### config.mk
export PLATFORM = sky130hd
export DESIGN_NAME = uart_boot_loader
export DESIGN_NICKNAME = d
export VERILOG_FILES = /design/src/rtl/uart_boot_loader.sv
export SDC_FILE = /design/constraint.sdc
export NUM_CORES = 1
export LEC_CHECK = 0
export CORE_MARGIN = 4
export CORE_UTILIZATION = 62
export DETAILED_ROUTE_END_ITERATION = 7
export GPL_TIMING_DRIVEN = 0
export PLACE_DENSITY = 0.85
export SYNTH_ARGS = -nofsm -noshare
export SYNTH_HDL_FRONTEND = slang
export SYNTH_SLANG_ARGS = --single-unit
### constraint.sdc
create_clock -name clk -period 8.2 [get_ports clk]
set_input_delay 1.23 -clock clk [delete_from_list [all_inputs] [get_ports clk]]
set_output_delay 1.23 -clock clk [all_outputs]
set_load 0.03 [all_outputs]
### src/rtl/uart_boot_loader.sv
// rtl/uart_boot_loader.sv - UART frame receiver that loads a RAM image and releases the CPU
// Frame: SYNC, LEN_LO, LEN_HI, LEN*4 little-endian data bytes, 8-bit additive checksum.
module uart_boot_loader #(
    parameter int unsigned RAM_WORDS      = 16384,
    parameter logic [7:0]  SYNC_BYTE      = 8'hA5,
    parameter int unsigned TIMEOUT_CYCLES = 1000000
) (
    input  logic        clk,
    input  logic        reset,
    input  logic        rx_valid,
    input  logic [7:0]  rx_data,
    input  logic        tx_ready,
    output logic        tx_valid,
    output logic [7:0]  tx_data,
    output logic [13:0] ram_addr,
    output logic [31:0] ram_wdata,
    output logic [3:0]  ram_wmask,
    output logic        cpu_hold,
    output logic        done,
    output logic        error
);
    localparam logic [7:0]  ACK         = 8'h06;
    localparam logic [7:0]  NAK         = 8'h15;
    localparam logic [16:0] MAX_LEN     = 17'(RAM_WORDS);
    localparam logic [31:0] TIMEOUT_LIM = 32'(TIMEOUT_CYCLES);

    typedef enum logic [2:0] {
        S_IDLE, S_LEN_LO, S_LEN_HI, S_DATA, S_CSUM, S_RESP, S_DONE
    } state_t;

    state_t      state_q;
    logic [15:0] len_q;
    logic [15:0] word_idx_q;
    logic [1:0]  byte_cnt_q;
    logic [7:0]  csum_q;
    logic [31:0] asm_q;
    logic [31:0] idle_q;
    logic        tx_valid_q;
    logic [7:0]  tx_data_q;
    logic [13:0] addr_q;
    logic [31:0] wdata_q;
    logic [3:0]  wmask_q;
    logic        cpu_hold_q;
    logic        done_q;
    logic        error_q;

    logic        in_frame;
    logic        timeout;
    logic [31:0] idle_d;
    logic [31:0] word_d;
    logic [15:0] len_d;
    logic [7:0]  csum_d;

    always_comb begin
        in_frame = state_q inside {S_LEN_LO, S_LEN_HI, S_DATA, S_CSUM};
        idle_d   = idle_q + 32'd1;
        timeout  = in_frame && !rx_valid && (idle_d == TIMEOUT_LIM);
        word_d   = asm_q;
        word_d[{byte_cnt_q, 3'b000} +: 8] = rx_data;
        len_d    = {rx_data, len_q[7:0]};
        csum_d   = csum_q + rx_data;
    end

    always_ff @(posedge clk) begin
        if (reset) begin
            state_q    <= S_IDLE;
            len_q      <= '0;
            word_idx_q <= '0;
            byte_cnt_q <= '0;
            csum_q     <= '0;
            asm_q      <= '0;
            idle_q     <= '0;
            tx_valid_q <= 1'b0;
            tx_data_q  <= '0;
            addr_q     <= '0;
            wdata_q    <= '0;
            wmask_q    <= '0;
            cpu_hold_q <= 1'b1;
            done_q     <= 1'b0;
            error_q    <= 1'b0;
        end else begin
            wmask_q <= 4'h0;
            idle_q  <= (in_frame && !rx_valid) ? idle_d : 32'd0;
            if (timeout) begin
                // A partially assembled word is simply dropped here.
                state_q    <= S_RESP;
                tx_valid_q <= 1'b1;
                tx_data_q  <= NAK;
            end else begin
                case (state_q)
                    S_IDLE: begin
                        if (rx_valid && rx_data == SYNC_BYTE) begin
                            state_q    <= S_LEN_LO;
                            error_q    <= 1'b0;
                            csum_q     <= '0;
                            word_idx_q <= '0;
                            byte_cnt_q <= '0;
                        end
                    end
                    S_LEN_LO: begin
                        if (rx_valid) begin
                            len_q[7:0] <= rx_data;
                            state_q    <= S_LEN_HI;
                        end
                    end
                    S_LEN_HI: begin
                        if (rx_valid) begin
                            len_q <= len_d;
                            if ({1'b0, len_d} > MAX_LEN) begin
                                state_q    <= S_RESP;
                                tx_valid_q <= 1'b1;
                                tx_data_q  <= NAK;
                            end else if (len_d == 16'd0) begin
                                state_q <= S_CSUM;
                            end else begin
                                state_q <= S_DATA;
                            end
                        end
                    end
                    S_DATA: begin
                        if (rx_valid) begin
                            csum_q     <= csum_d;
                            asm_q      <= word_d;
                            byte_cnt_q <= byte_cnt_q + 2'd1;
                            if (byte_cnt_q == 2'd3) begin
                                wmask_q    <= 4'hF;
                                addr_q     <= word_idx_q[13:0];
                                wdata_q    <= word_d;
                                word_idx_q <= word_idx_q + 16'd1;
                                if (word_idx_q == len_q - 16'd1) begin
                                    state_q <= S_CSUM;
                                end
                            end
                        end
                    end
                    S_CSUM: begin
                        if (rx_valid) begin
                            state_q    <= S_RESP;
                            tx_valid_q <= 1'b1;
                            tx_data_q  <= (rx_data == csum_q) ? ACK : NAK;
                        end
                    end
                    S_RESP: begin
                        if (tx_ready) begin
                            tx_valid_q <= 1'b0;
                            if (tx_data_q == ACK) begin
                                state_q    <= S_DONE;
                                cpu_hold_q <= 1'b0;
                                done_q     <= 1'b1;
                            end else begin
                                state_q <= S_IDLE;
                                error_q <= 1'b1;
                            end
                        end
                    end
                    S_DONE: begin
                    end
                    default: state_q <= S_IDLE;
                endcase
            end
        end
    end

    assign tx_valid  = tx_valid_q;
    assign tx_data   = tx_data_q;
    assign ram_addr  = addr_q;
    assign ram_wdata = wdata_q;
    assign ram_wmask = wmask_q;
    assign cpu_hold  = cpu_hold_q;
    assign done      = done_q;
    assign error     = error_q;
endmodule

==> impl_metrics.yaml <==
status:
  outcome: "finished, final reports clean"
critical_path:
  crit_buf_inv: 1
  cp-start-kind: "input pin"
  slowest_delay_ns: 0.84
  crit_type: "in2reg"
  crit_path_end_kind: "flop"
  crit_path_max_fanout: 9
  critPathRequiredTime_ns: 8.55
  crit_slowest_cell: "clkdlybuf4s50_1"
  path_cells: "clkdlybuf4s50_1 -> ha_1 -> a21o_1 -> a21oi_1 -> nor2b_1 -> o21a_1 -> o41ai_1 -> xor2_1 -> or4_1 -> a31oi_1"
  arrival_ns: 4.30
  path_delay_family: "compound AO/OA/AOI/OAI gates"
final_layout:
  nets: 1120
  diodes: 0
  area_delta_synth_final_pct: 18.91
  post-route-util: 0.7621
  drive_gt1_frac: 0.06261
  fillers: 929
yosys:
  synth_async_sr_flop_share: 0
  synth_top_area_cell: "dfxtp_1"
  ys_seq_area_frac: 0.3986
  synth_area_per_cell_um2: 8.203
  syn_area_um2: 8187
  synthTopCellsByArea: "dfxtp_1 (40%), nor2_1 (7.2%), a211oi_1 (6.4%)"
  synth_cell_types: 68
  syn_inst: 998
  synthFlopType: "dfxtp_1"
  synth_seq_cells: 163
  ys_warn_count: 0
  synth_top_cell_area_share: 0.3986
  yosysMostFrequentCell: "dfxtp_1"
  synth_common_cells: "dfxtp_1 (163), nor2_1 (158), nand2_1 (83), a21oi_1 (80), a211oi_1 (70)"
  synth_edf_count: 0
drt:
  ant_nets: 0
  post_drt_via_cell_ratio: 5.977
  dr.pass1.iters: 5
  drc: 0
  drtIter0Drc: 661
  drt_wl_total_um: 21170
  routed-via-count: 7615
  avgRoutedWirePerCell_um: 16.61
global_routing:
  grt_max_degree: 17
  grt_pass1_vias: 7140
  track_usage: 0.2896
  grt-ovfl-total: 0
  antenna_found_initial: 0
  grt_first_pass_wirelength_um: 35010
clocking:
  cts_num_sinks: 163
  clock_latency_ns: 0.43
  postCtsHoldBufs: 0
  post_cts_resized: 0
  cts_setup_buffers: 0
  root_buffer: "clkbuf_16"
  cts_tree: "yes"
  numCtsBuffers: 17
  cts_max_level: 4
  cts_buffer_depth: 2
  path_clk_slew_ns: 0.06
sta:
  fin_crit_sh: 0.4820
  slew_headroom: 0.1501
  grt_setup_unrepaired: "false"
  fin_worst_skew_ns: 0.007568
  period_minus_slack_ns: 3.952
  drv_slew: 0
  setup_violations: 0
  tightest_slew_ns: 1.257
  setup_tns_ns: 0
  hold_slack_ns: 0.4417
  fmax_ghz: 0.2530
  timing.final.hold_violations: 0
hold_path:
  hp-class: "reg2reg"
floorplan:
  start_util: 0.6409
  core-area_um2: 12770
  rows: 41
  chipWidth_um: 122.9
  die_y_um: 122.9
  dieArea_um2: 15110
  io_pins: 74
power:
  p_switching_mw: 0.5345
  combPwrFrac: 0.152
  p_per_area_nw_per_um2: 202.8
  pwr-share-seq: 0.418
  swShare: 0.2707
  vdd_drop_max_v: 0.0001799
  leakage_nw: 3.380
  internal_power_mw: 1.440
  clkPwrFrac: 0.430
placement:
  gp_congestion: 0.9237
  hpwl_um: 14340
  port_buffers: 68
job:
  drv_cap: 0
==> final timing paths <==
kind / cells past startpoint / slack (ns) / endpoint / from
hold / removal: 2 / 0.44 / cpu_hold / cpu_hold
setup reg to reg: 8 / 4.92 / tx_valid / idle_q[0]
hold reg to reg: 2 / 0.44 / cpu_hold / cpu_hold
setup / recovery: 10 / 4.25 / csum_q[7] / rx_data[1]
==> placed cells by master (no fill, tap or decap), types with 11 or more instances in the layout <==
cell and count:
xor2_1 28, clkbuf_1 56, inv_1 11, nor2_1 158, nand3_1 27, dfxtp_1 163
nand2_1 83, xnor2_1 39, clkdlybuf4s50_1 68, and3_1 12, clkbuf_16 17, a21oi_1 80
mux2i_1 15, nor2b_1 38, o21ai_0 20, ha_1 18, nor3_1 26, nand4_1 18
a211oi_1 70
==> power by group through the flow <==
stage | Sequential [mW] | Combinational [mW] | Clock (mW)
final | 0.826 | 0.300 | 0.849
after global routing | 0.828 | 0.327 | 0.888
after floorplan | 0.845 | 0.210 | 0
after CTS | 0.825 | 0.293 | 0.851
after detailed placement | 0.843 | 0.288 | 0
after global placement | 0.842 | 0.280 | 0
==> worst reg2reg max path: stages, from the launching register on <==
cell and delay [ns]:
dfxtp_1 0.50, ha_1 0.34, nand3_2 0.22, nor4_2 0.55, nand4_1 0.20, xor2_1 0.21, or4_4 0.56, nor4b_4 0.44
o311a_1 0.22
==> metal layers <==
layer  part of all wire  GRT usage  up-vias
li1                   -          -     3693
met4              0.024     0.1036        0
met5                  0          0        -
met2               0.46     0.4667      299
met3              0.073    0.05581       54
met1               0.44     0.3887     3569
==> final cells by class <==
type | count | area, µm² | share of cell area
Sequential cell | 163 | 3263 | 0.3352
Clock buffer | 21 | 450.4 | 0.04627
Inverter | 11 | 41.29 | 0.004242
Buffer | 76 | 326.6 | 0.03355
Tap cell | 172 | 215.2 | 0.02211
Multi-Input combinational cell | 751 | 4574 | 0.4699
Timing Repair Buffer | 69 | 688.2 | 0.07069
Clock inverter | 11 | 175.2 | 0.01799
==> logic make-up after synthesis <==
logic type	after synthesis	share of synthesized area
xor gates and xnor gates	67	0.07168
and+or+nand+nor	433	0.2691
DFF	163	0.3986
muxes	15	0.01834
other	1	0.0004581
buffers and inverters	87	0.04493
adders and majority gates	19	0.02996
AOI/OAI and AO/OA	213	0.1669
==> through the flow <==
step | cells | area [µm²] | total power [mW] | setup slack (ns)
floorplan | 1001 | 8198 | 1.055 | 4.942
global placement | 1241 | 9094 | 1.122 | 3.298
detailed placement | 1242 | 9109 | 1.131 | 3.858
CTS | 1274 | 9734 | 1.969 | 4.302
global route | 1274 | 9734 | 2.042 | 4.169
finish | 1274 | 9734 | 1.974 | 4.248
==> sequential cells by signal (all words and copies together), names as in the netlist, 3 cells and up <==
register,flops
word_idx_q,16
state_q,3
idle_q,32
tx_data,3
asm_q,32
csum_q,8
len_q,16
ram_addr,14
ram_wdata,32
No activity file was read; power rests on OpenSTA's default activity.
